$ cat config.mk
export PLATFORM = sky130hd
export DESIGN_NAME = io_interrupt_ctrl_flat
export DESIGN_NICKNAME = d
export VERILOG_FILES = /design/src/rtl/ctrl_pkg.sv /design/src/rtl/io_interrupt_ctrl_if.sv /design/src/rtl/io_flag_port.sv /design/src/rtl/io_interrupt_ctrl.sv /design/src/flat_wrapper.sv
export SDC_FILE = /design/constraint.sdc
export NUM_CORES = 1
export LEC_CHECK = 0
export BUFFER_PORTS_ARGS = -buffer_cell sky130_fd_sc_hd__clkbuf_2
export CORE_MARGIN = 5
export CORE_UTILIZATION = 29
export CTS_CLUSTER_SIZE = 16
export DETAILED_ROUTE_END_ITERATION = 12
export HOLD_SLACK_MARGIN = 0.15
export PLACE_DENSITY = 0.68
export SKIP_LAST_GASP = 1
export SYNTH_ARGS = -nofsm -noshare
export SYNTH_HDL_FRONTEND = slang
export SYNTH_SLANG_ARGS = --single-unit
export TNS_END_PERCENT = 30
$ cat constraint.sdc
create_clock -name clk -period 1.3 [get_ports clk]
set_input_delay 0 -clock clk [delete_from_list [all_inputs] [get_ports clk]]
set_output_delay 0 -clock clk [all_outputs]
set_load 0.005 [all_outputs]
$ cat src/rtl/ctrl_pkg.sv
// ---------------------------------------------------------------------------
// ctrl_pkg
// Shared constants for the basic-computer control path: timer T-state
// encodings, IR bit positions of the I/O instructions, default widths, and a
// small helper used by the interrupt logic.
// ---------------------------------------------------------------------------
package ctrl_pkg;

    // Default widths of the character data path and of the timer state.
    localparam int DATA_W  = 8;
    localparam int STATE_W = 4;

    // Timer T-states that matter to the I/O / interrupt path.
    localparam int T0 = 0;
    localparam int T1 = 1;
    localparam int T2 = 2;
    localparam int T3 = 3;

    // IR bit positions that select each register-I/O instruction (IR[11:6]).
    localparam int IO_BIT_INP = 11;
    localparam int IO_BIT_OUT = 10;
    localparam int IO_BIT_SKI = 9;
    localparam int IO_BIT_SKO = 8;
    localparam int IO_BIT_ION = 7;
    localparam int IO_BIT_IOF = 6;

    // True once the timer is past the T0..T2 window that an interrupt cycle
    // would occupy; R may only be raised from T3 onwards.
    function automatic logic after_t2(input logic [31:0] state);
        return state > 32'(T2);
    endfunction

endpackage : ctrl_pkg

$ cat src/rtl/io_interrupt_ctrl_if.sv
// ---------------------------------------------------------------------------
// io_interrupt_ctrl_if
// Valid/ready bundle between the I/O controller and its two character
// devices (one input, one output).
//   master : device side  - drives in_valid/in_data and out_ready
//   slave  : controller   - drives in_ready, out_valid/out_data
// ---------------------------------------------------------------------------
interface io_interrupt_ctrl_if #(
    parameter int DATA_W = ctrl_pkg::DATA_W
);
    logic              in_valid;
    logic              in_ready;
    logic [DATA_W-1:0] in_data;
    logic              out_valid;
    logic              out_ready;
    logic [DATA_W-1:0] out_data;

    modport master (
        output in_valid, in_data, out_ready,
        input  in_ready, out_valid, out_data
    );

    modport slave (
        input  in_valid, in_data, out_ready,
        output in_ready, out_valid, out_data
    );
endinterface : io_interrupt_ctrl_if

$ cat src/rtl/io_flag_port.sv
// ---------------------------------------------------------------------------
// io_flag_port
// One data register plus its ready flag. Used for both directions:
//   input  (INPR/FGI): device handshake loads data and sets the flag,
//                      INP clears the flag and leaves the data alone.
//   output (OUTR/FGO): OUT loads data from AC and clears the flag,
//                      device handshake sets the flag.
// Ports
//   clk, rst      clock, asynchronous active-high reset
//   set_flag_i    flag <= 1
//   clr_flag_i    flag <= 0 (wins over set)
//   load_i        data <= load_data_i
//   load_data_i   value to load
//   data_o        data register
//   flag_o        flag register
// ---------------------------------------------------------------------------
module io_flag_port #(
    parameter int   DATA_W   = ctrl_pkg::DATA_W,
    parameter logic FLAG_RST = 1'b0
) (
    input  logic              clk,
    input  logic              rst,
    input  logic              set_flag_i,
    input  logic              clr_flag_i,
    input  logic              load_i,
    input  logic [DATA_W-1:0] load_data_i,
    output logic [DATA_W-1:0] data_o,
    output logic              flag_o
);
    logic [DATA_W-1:0] data_q, data_d;
    logic              flag_q, flag_d;

    always_comb begin
        // NOTE: every output of this block gets a default first, so no path
        // through the ifs below can leave a value unassigned and infer a latch.
        data_d = data_q;
        flag_d = flag_q;
        if (load_i)     data_d = load_data_i;
        if (set_flag_i) flag_d = 1'b1;
        // The owning logic gates set and clear on opposite flag values, so
        // they never overlap; clear is given priority regardless.
        if (clr_flag_i) flag_d = 1'b0;
    end

    // NOTE: sequential state uses non-blocking assignments so every register
    // in the design samples pre-edge values, independent of process order.
    always_ff @(posedge clk or posedge rst) begin
        if (rst) begin
            data_q <= '0;
            flag_q <= FLAG_RST;
        end else begin
            data_q <= data_d;
            flag_q <= flag_d;
        end
    end

    assign data_o = data_q;
    assign flag_o = flag_q;
endmodule : io_flag_port

$ cat src/rtl/io_interrupt_ctrl.sv
// ---------------------------------------------------------------------------
// io_interrupt_ctrl
// I/O and interrupt sequencing beside the main controller. Owns INPR/OUTR,
// FGI/FGO, IEN and the R flip-flop; runs the device handshakes; reports the
// interrupt-cycle steps RT0..RT2 decoded from the external timer state.
// Ports
//   clk, rst            clock, asynchronous active-high reset
//   state               timer T-state (observed only)
//   inp/out/ski/sko/ion/iof_exec   decoded I/O instructions, T3 only
//   ac_low              AC low byte, loaded into OUTR by OUT
//   dev_bus (slave)     in_valid/in_data/in_ready, out_valid/out_data/out_ready
//   inpr                INPR contents
//   fgi, fgo, ien       flag registers
//   r_flag              R flip-flop (interrupt cycle pending / active)
//   skip_req            comb: SKI with FGI set or SKO with FGO set
//   irq_step            comb one-hot {RT2,RT1,RT0}
//   io_err              one-cycle pulse after INP with FGI=0 or OUT with FGO=0
// ---------------------------------------------------------------------------
module io_interrupt_ctrl #(
    parameter int DATA_W     = ctrl_pkg::DATA_W,
    parameter int STATE_W    = ctrl_pkg::STATE_W,
    parameter bit IRQ_ON_OUT = 1'b1
) (
    input  logic               clk,
    input  logic               rst,
    input  logic [STATE_W-1:0] state,
    input  logic               inp_exec,
    input  logic               out_exec,
    input  logic               ski_exec,
    input  logic               sko_exec,
    input  logic               ion_exec,
    input  logic               iof_exec,
    input  logic [DATA_W-1:0]  ac_low,
    io_interrupt_ctrl_if.slave dev_bus,
    output logic [DATA_W-1:0]  inpr,
    output logic               fgi,
    output logic               fgo,
    output logic               ien,
    output logic               r_flag,
    output logic               skip_req,
    output logic [2:0]         irq_step,
    output logic               io_err
);
    logic [DATA_W-1:0] outr;
    logic in_fire, out_fire, inp_ok, out_ok;
    logic at_t0, at_t1, at_t2, rt2, irq_req, r_set;
    logic ien_q, ien_d, r_q, r_d, io_err_q, io_err_d;

    assign at_t0 = (state == STATE_W'(ctrl_pkg::T0));
    assign at_t1 = (state == STATE_W'(ctrl_pkg::T1));
    assign at_t2 = (state == STATE_W'(ctrl_pkg::T2));

    // Device-side handshake: a flag that is set blocks the input device, and
    // a cleared output flag means OUTR still holds an unconsumed character.
    assign dev_bus.in_ready  = ~fgi;
    assign dev_bus.out_valid = ~fgo;
    assign dev_bus.out_data  = outr;

    assign in_fire  = dev_bus.in_valid  & ~fgi;
    assign out_fire = dev_bus.out_ready & ~fgo;
    assign inp_ok   = inp_exec & fgi;
    assign out_ok   = out_exec & fgo;

    io_flag_port #(
        .DATA_W   (DATA_W),
        .FLAG_RST (1'b0)
    ) u_in_port (
        .clk         (clk),
        .rst         (rst),
        .set_flag_i  (in_fire),
        .clr_flag_i  (inp_ok),
        .load_i      (in_fire),
        .load_data_i (dev_bus.in_data),
        .data_o      (inpr),
        .flag_o      (fgi)
    );

    // Output flag comes out of reset set: the device has nothing pending.
    io_flag_port #(
        .DATA_W   (DATA_W),
        .FLAG_RST (1'b1)
    ) u_out_port (
        .clk         (clk),
        .rst         (rst),
        .set_flag_i  (out_fire),
        .clr_flag_i  (out_ok),
        .load_i      (out_ok),
        .load_data_i (ac_low),
        .data_o      (outr),
        .flag_o      (fgo)
    );

    assign irq_req = fgi | (IRQ_ON_OUT & fgo);
    assign rt2     = r_q & at_t2;
    // A request seen during T0..T2 is held off until T3 so it never lands
    // in the middle of a fetch.
    assign r_set   = ~r_q & ien_q & irq_req & ctrl_pkg::after_t2(32'(state));

    always_comb begin
        ien_d    = ien_q;
        r_d      = r_q;
        io_err_d = (inp_exec & ~fgi) | (out_exec & ~fgo);

        if (ion_exec) ien_d = 1'b1;
        if (iof_exec) ien_d = 1'b0;

        // RT2 ends the interrupt cycle; clearing IEN with it also stops R
        // from being raised again straight away.
        if (rt2) begin
            ien_d = 1'b0;
            r_d   = 1'b0;
        end else if (r_set) begin
            r_d   = 1'b1;
        end
    end

    always_ff @(posedge clk or posedge rst) begin
        if (rst) begin
            ien_q    <= 1'b0;
            r_q      <= 1'b0;
            io_err_q <= 1'b0;
        end else begin
            ien_q    <= ien_d;
            r_q      <= r_d;
            io_err_q <= io_err_d;
        end
    end

    assign ien      = ien_q;
    assign r_flag   = r_q;
    assign io_err   = io_err_q;
    assign skip_req = (ski_exec & fgi) | (sko_exec & fgo);
    assign irq_step = r_q ? {at_t2, at_t1, at_t0} : 3'b000;

endmodule : io_interrupt_ctrl
$ cat src/flat_wrapper.sv
// flat-port wrapper written by rule: the top's interface ports become plain ports
module io_interrupt_ctrl_flat 
#(
    parameter int DATA_W     = ctrl_pkg::DATA_W,
    parameter int STATE_W    = ctrl_pkg::STATE_W,
    parameter bit IRQ_ON_OUT = 1'b1
)
  (clk, rst, state, inp_exec, out_exec, ski_exec, sko_exec, ion_exec, iof_exec, ac_low, inpr, fgi, fgo, ien, r_flag, skip_req, irq_step, io_err, dev_bus_in_valid, dev_bus_in_data, dev_bus_out_ready, dev_bus_in_ready, dev_bus_out_valid, dev_bus_out_data);
  io_interrupt_ctrl_if #(.DATA_W(DATA_W)) dev_bus_i ();
  input  logic clk;
  input  logic rst;
  input  logic [STATE_W-1:0] state;
  input  logic inp_exec;
  input  logic out_exec;
  input  logic ski_exec;
  input  logic sko_exec;
  input  logic ion_exec;
  input  logic iof_exec;
  input  logic [DATA_W-1:0] ac_low;
  output logic [DATA_W-1:0] inpr;
  output logic fgi;
  output logic fgo;
  output logic ien;
  output logic r_flag;
  output logic skip_req;
  output logic [2:0] irq_step;
  output logic io_err;
  input wire logic [$bits(dev_bus_i.in_valid)-1:0] dev_bus_in_valid;
  input wire logic [$bits(dev_bus_i.in_data)-1:0] dev_bus_in_data;
  input wire logic [$bits(dev_bus_i.out_ready)-1:0] dev_bus_out_ready;
  output wire logic [$bits(dev_bus_i.in_ready)-1:0] dev_bus_in_ready;
  output wire logic [$bits(dev_bus_i.out_valid)-1:0] dev_bus_out_valid;
  output wire logic [$bits(dev_bus_i.out_data)-1:0] dev_bus_out_data;
  assign dev_bus_i.in_valid = dev_bus_in_valid;
  assign dev_bus_i.in_data = dev_bus_in_data;
  assign dev_bus_i.out_ready = dev_bus_out_ready;
  assign dev_bus_in_ready = dev_bus_i.in_ready;
  assign dev_bus_out_valid = dev_bus_i.out_valid;
  assign dev_bus_out_data = dev_bus_i.out_data;
  io_interrupt_ctrl #(.DATA_W(DATA_W), .STATE_W(STATE_W), .IRQ_ON_OUT(IRQ_ON_OUT)) u_core (.clk(clk), .rst(rst), .state(state), .inp_exec(inp_exec), .out_exec(out_exec), .ski_exec(ski_exec), .sko_exec(sko_exec), .ion_exec(ion_exec), .iof_exec(iof_exec), .ac_low(ac_low), .dev_bus(dev_bus_i), .inpr(inpr), .fgi(fgi), .fgo(fgo), .ien(ien), .r_flag(r_flag), .skip_req(skip_req), .irq_step(irq_step), .io_err(io_err));
endmodule
Word level (Yosys, flattened, before mapping). Cells that the tools add are included.

Register bits after elaboration: 21. Input port bits: 30.

Magnitude comparators: 1. Equal/unequal tests: 2. Multiplexer cells: 10. Bitwise operators: 18. Reductions and logical operators: 5.

Operators by type and width (number): $and A1 B1 Y1 (12); $mux W1 (9); $reduce_bool A2 Y1 (3); $eq A4 B1 Y1 const B (1); $eq A4 B2 Y1 const B (1); $gt A4 B2 Y1 const B (1); $logic_not A4 Y1 (1); $mux W3 (1); $not A1 Y1 (3); $or A1 B1 Y1 (3); $reduce_bool A3 Y1 (1).

Longest topological paths before layout.
Word-level depth: 6. Mapped depth: 3.

Modules after synthesis. A second synthesis with hierarchy kept.

Cells, all modules: 63. Area total of the unflattened synthesis: 947.2 um^2.

Modules (own cells, without submodules): io_flag_port at u_core.u_out_port (instances 1, cells each 20, area each 371.6 um^2); io_flag_port at u_core.u_in_port (instances 1, cells each 20, area each 370.4 um^2); io_interrupt_ctrl (instances 1, cells each 23, area each 205.2 um^2).

Worst setup path after synthesis. No wires, ideal clock.

Path kind: register -> register. Start: register u_core.u_in_port.flag_q (netlist: u_core.u_in_port.flag_o). End: register u_core.u_in_port.data_q[0] (netlist: u_core.u_in_port.data_o[0]). Library setup time: 0.125 ns. Arrival: 0.996 ns. Data required time: 1.175 ns. Slack: 0.178 ns. Cell stages (with the launch flop): 4. Buffers on the path: 1. Cells stage by stage: dfrtp_1 nor2b_1 buf_6 mux2_4.

Word-level cells in the longest chain between the ends: 2.

RTL lines: start, declared (RTL line io_flag_port.sv:31) `logic flag_q, flag_d;`; start signal, assigned (RTL line io_flag_port.sv:53) `flag_q <= flag_d;`; $not A1 Y1 (RTL line io_interrupt_ctrl.sv:59) `assign in_fire = dev_bus.in_valid & ~fgi;`; $and A1 B1 Y1 (RTL line io_interrupt_ctrl.sv:59); end signal, assigned (RTL line io_flag_port.sv:52) `data_q <= data_d;`; end, declared (RTL line io_flag_port.sv:30) `logic [DATA_W-1:0] data_q, data_d;`.

Every way passes these cells. A chain may end at the register's enable or synchronous reset.

Final worst setup path.
Start: register u_core.r_q (netlist: u_core.r_flag). End: output irq_step[0].

Word-level cells in the longest chain between the ends: 1.

RTL lines: start, declared (RTL line io_interrupt_ctrl.sv:47) `logic ien_q, ien_d, r_q, r_d, io_err_q, io_err_d;`; start signal, assigned (RTL line io_interrupt_ctrl.sv:124) `r_q <= r_d;`; $mux W3 (RTL line io_interrupt_ctrl.sv:133) `assign irq_step = r_q ? {at_t2, at_t1, at_t0} : 3'b000;`; end, declared (RTL line flat_wrapper.sv:26) `output logic [2:0] irq_step;`.

Every way passes these cells.

==> flow_metrics.env <==
export IMPL_timing_setup_tns_ns=0
export IMPL_nets=178
export IMPL_drv_slew=0
export IMPL_hold_viol_final=0
export IMPL_dr_pass1_iters=3
export IMPL_hpwl_um=1690
export IMPL_post_route_drc_count=0
export IMPL_holdWs_ns=0.162
export IMPL_cts_tree="done"
export IMPL_areaGrowthSynthToFinish_pct=70.6
export IMPL_ys_ff_latch=21
export IMPL_post_cts_buffers=0
export IMPL_required_ns=1.30
export IMPL_pin_count=57
export IMPL_pwr_share_seq_pct=50.8
export IMPL_clk_pin_slew_worst_paths_ns=0.11
export IMPL_grt_max_degree=15
export IMPL_rr_worst_depth=3
export IMPL_startpoint_type="flip-flop"
export IMPL_clock_root_buffer="clkbuf_4"
export IMPL_grt_pass1_wl_um=4210
export IMPL_clockBufferDepth=2
export IMPL_max_slew_margin_pct=77.8
export IMPL_final_common_cell="clkbuf_2"
export IMPL_setup_violations=0
export IMPL_track_usage_pct=12.9
export IMPL_seq_area_frac_synth_pct=59.2
export IMPL_synthesis_nets=89
export IMPL_wl_per_cell_um=13.8
export IMPL_drive_above_1_share_pct=57.1
export IMPL_drt_iter0_markers=4
export IMPL_vias=812
export IMPL_rows=20
export IMPL_yosysWarnings=0
export IMPL_grt_pass1_vias=967
export IMPL_start_util_pct=29.6
export IMPL_clock_skew_ns=0.00250
export IMPL_place_area_um2=1220
export IMPL_critPathKind="flip-flop to primary output"
export IMPL_final_area_um2=1520
export IMPL_netlist_instances=59
export IMPL_synth_cell_type_count=18
export IMPL_crit_start="u_core.r_flag"
export IMPL_post_route_period_util_pct=97.9
export IMPL_layout_common_cells="56 x clkbuf_2, 26 x dlygate4sd3_1, 19 x dfrtp_1, 8 x mux2_2, 8 x mux2_4"
export IMPL_port_buffers=56
export IMPL_die_x_um=65.4
export IMPL_viasPerCell=4.51
export IMPL_core_area_um2=3000
export IMPL_arrival_ns=1.27
export IMPL_ant_nets=0
export IMPL_reg2reg_from="u_core.u_in_port.flag_o"
export IMPL_overflow=0
export IMPL_die_y_um=65.4
export IMPL_wirelength_um=2480
export IMPL_holdCritPathClass="input port to asynchronous set/reset pin"
export IMPL_cp_end_kind="primary output"
export IMPL_swShare_pct=27.7
export IMPL_antenna_found_initial=0
export IMPL_tightest_slew_ns=0.330
export IMPL_fmax_mhz=786
export IMPL_syn_area_um2=890
export IMPL_clk_latency_ns=0.30
export IMPL_maxCapViolCount=0
export IMPL_intPower_w=0.00127
export IMPL_p_per_area_nw_per_um2=1160
export IMPL_combinationalPowerShare_pct=32.0
export IMPL_htree_levels=1
export IMPL_syn_area_per_cell_um2=15.1
export IMPL_clockPowerShare_pct=17.2
export IMPL_gp_congestion=0.646
export IMPL_status="finished clean"
export IMPL_power_switching_w=0.000488
export IMPL_clkSinkCount=21
export IMPL_vdd_drop_max_uv=660
export IMPL_min_period_ns=1.27
export IMPL_insertedDiodeCount=0
export IMPL_dieArea_um2=4280
export IMPL_leakagePower_nw=0.778
export IMPL_crit_fanout=6
export IMPL_cts_buffers=3
==> cell families after synthesis <==
kind of cell	share of synthesized area, %
buffers and inverters	2.95
AND/OR/NAND/NOR	8.58
multiplexers	23.6
AO/OA/AOI/OAI	5.63
flip-flops	59.2
==> sequential cells by signal, summed over array words and instances, names as in the netlist <==
| register | flops |
|---|---|
| u_core.ien | 1 |
| u_core.io_err | 1 |
| u_core.r_flag | 1 |
| u_core.u_in_port.data_o | 8 |
| u_core.u_in_port.flag_o | 1 |
| u_core.u_out_port.data_o | 8 |
| u_core.u_out_port.flag_o | 1 |
==> cell type report <==
class                      count  area (um2)
clock buffer                   3        22.5
tap                           33        41.3
multi-input combinational     33         343
sequential                    21         528
timing repair buffer          85         563
clock inverter                 1        5.00
fill                         273        1490
inverter                       4        15.0
==> Yosys cell counts (all sizes together) <==
cell	number	share of area [%]
dfrtp	20	56
mux2	16	24
inv	4	1.7
a211oi	2	1.7
a22o	2	2.0
nand2b	2	1.4
nor4	2	1.4
nor4b	2	2.7
o21ai	2	1.1
and2	1	0.70
buf	1	1.3
dfstp	1	3.0
nand2	1	1.3
nor2	1	0.42
nor2b	1	0.70
o21bai	1	0.84
==> stage by stage <==
step	worst slack (ns)	power, W	utilization (%)	instances
3_3_place_gp	0.204	0.00139	40.7	150
3_5_place_dp	0.181	0.00141	40.7	150
2_1_floorplan	0.178	0.00115	-	59
6_report	0.0275	0.00176	50.5	180
4_1_cts	0.0223	0.00179	50.3	180
5_1_grt	-0.0236	0.00190	50.5	180
==> power by group through the flow <==
stage          Clock, W  Sequential, W  Combinational (W)
2_1_floorplan         0       0.000910           0.000235
3_3_place_gp          0       0.000898           0.000495
3_5_place_dp          0       0.000902           0.000508
4_1_cts        0.000326       0.000893           0.000566
5_1_grt        0.000360       0.000919           0.000619
6_report       0.000304       0.000895           0.000563
==> layer usage <==
metal | part of all wire [%] | GRT usage, % | vias to the layer above | wire [um]
met4 | 2.2 | 5.70 | 0 | 55
met5 | 0 | 0 | - | 0
met2 | 55 | 24.3 | 35 | 1360
li1 | - | - | 385 | -
met3 | 6.2 | 2.91 | 7 | 153
met1 | 37 | 13.6 | 385 | 913
==> worst paths after layout <==
| check | end | slack, ns |
|---|---|---|
| min | u_core.u_in_port.data_o[1] | 0.16 |
| min in group clk | u_core.ien | 0.21 |
| max in group asynchronous | u_core.u_in_port.data_o[4] | 0.64 |
| min reg2reg | u_core.u_out_port.data_o[0] | 0.52 |
| max reg2reg | u_core.u_in_port.data_o[3] | 0.17 |
| max | irq_step[0] | 0.03 |
==> worst max-delay path: stages (launching register included) <==
cell      delay [ns]
dfrtp_2         0.42
nand2b_1        0.11
nor4_1          0.27
clkbuf_2        0.18
==> what timing repair did <==
action                                  CTS  global route
gates resized for setup                   0             2
hold buffers                             26             0
endpoints found under the hold margin    42             0
endpoints found under the setup margin    0             1
(Power assumes the default switching activity.)
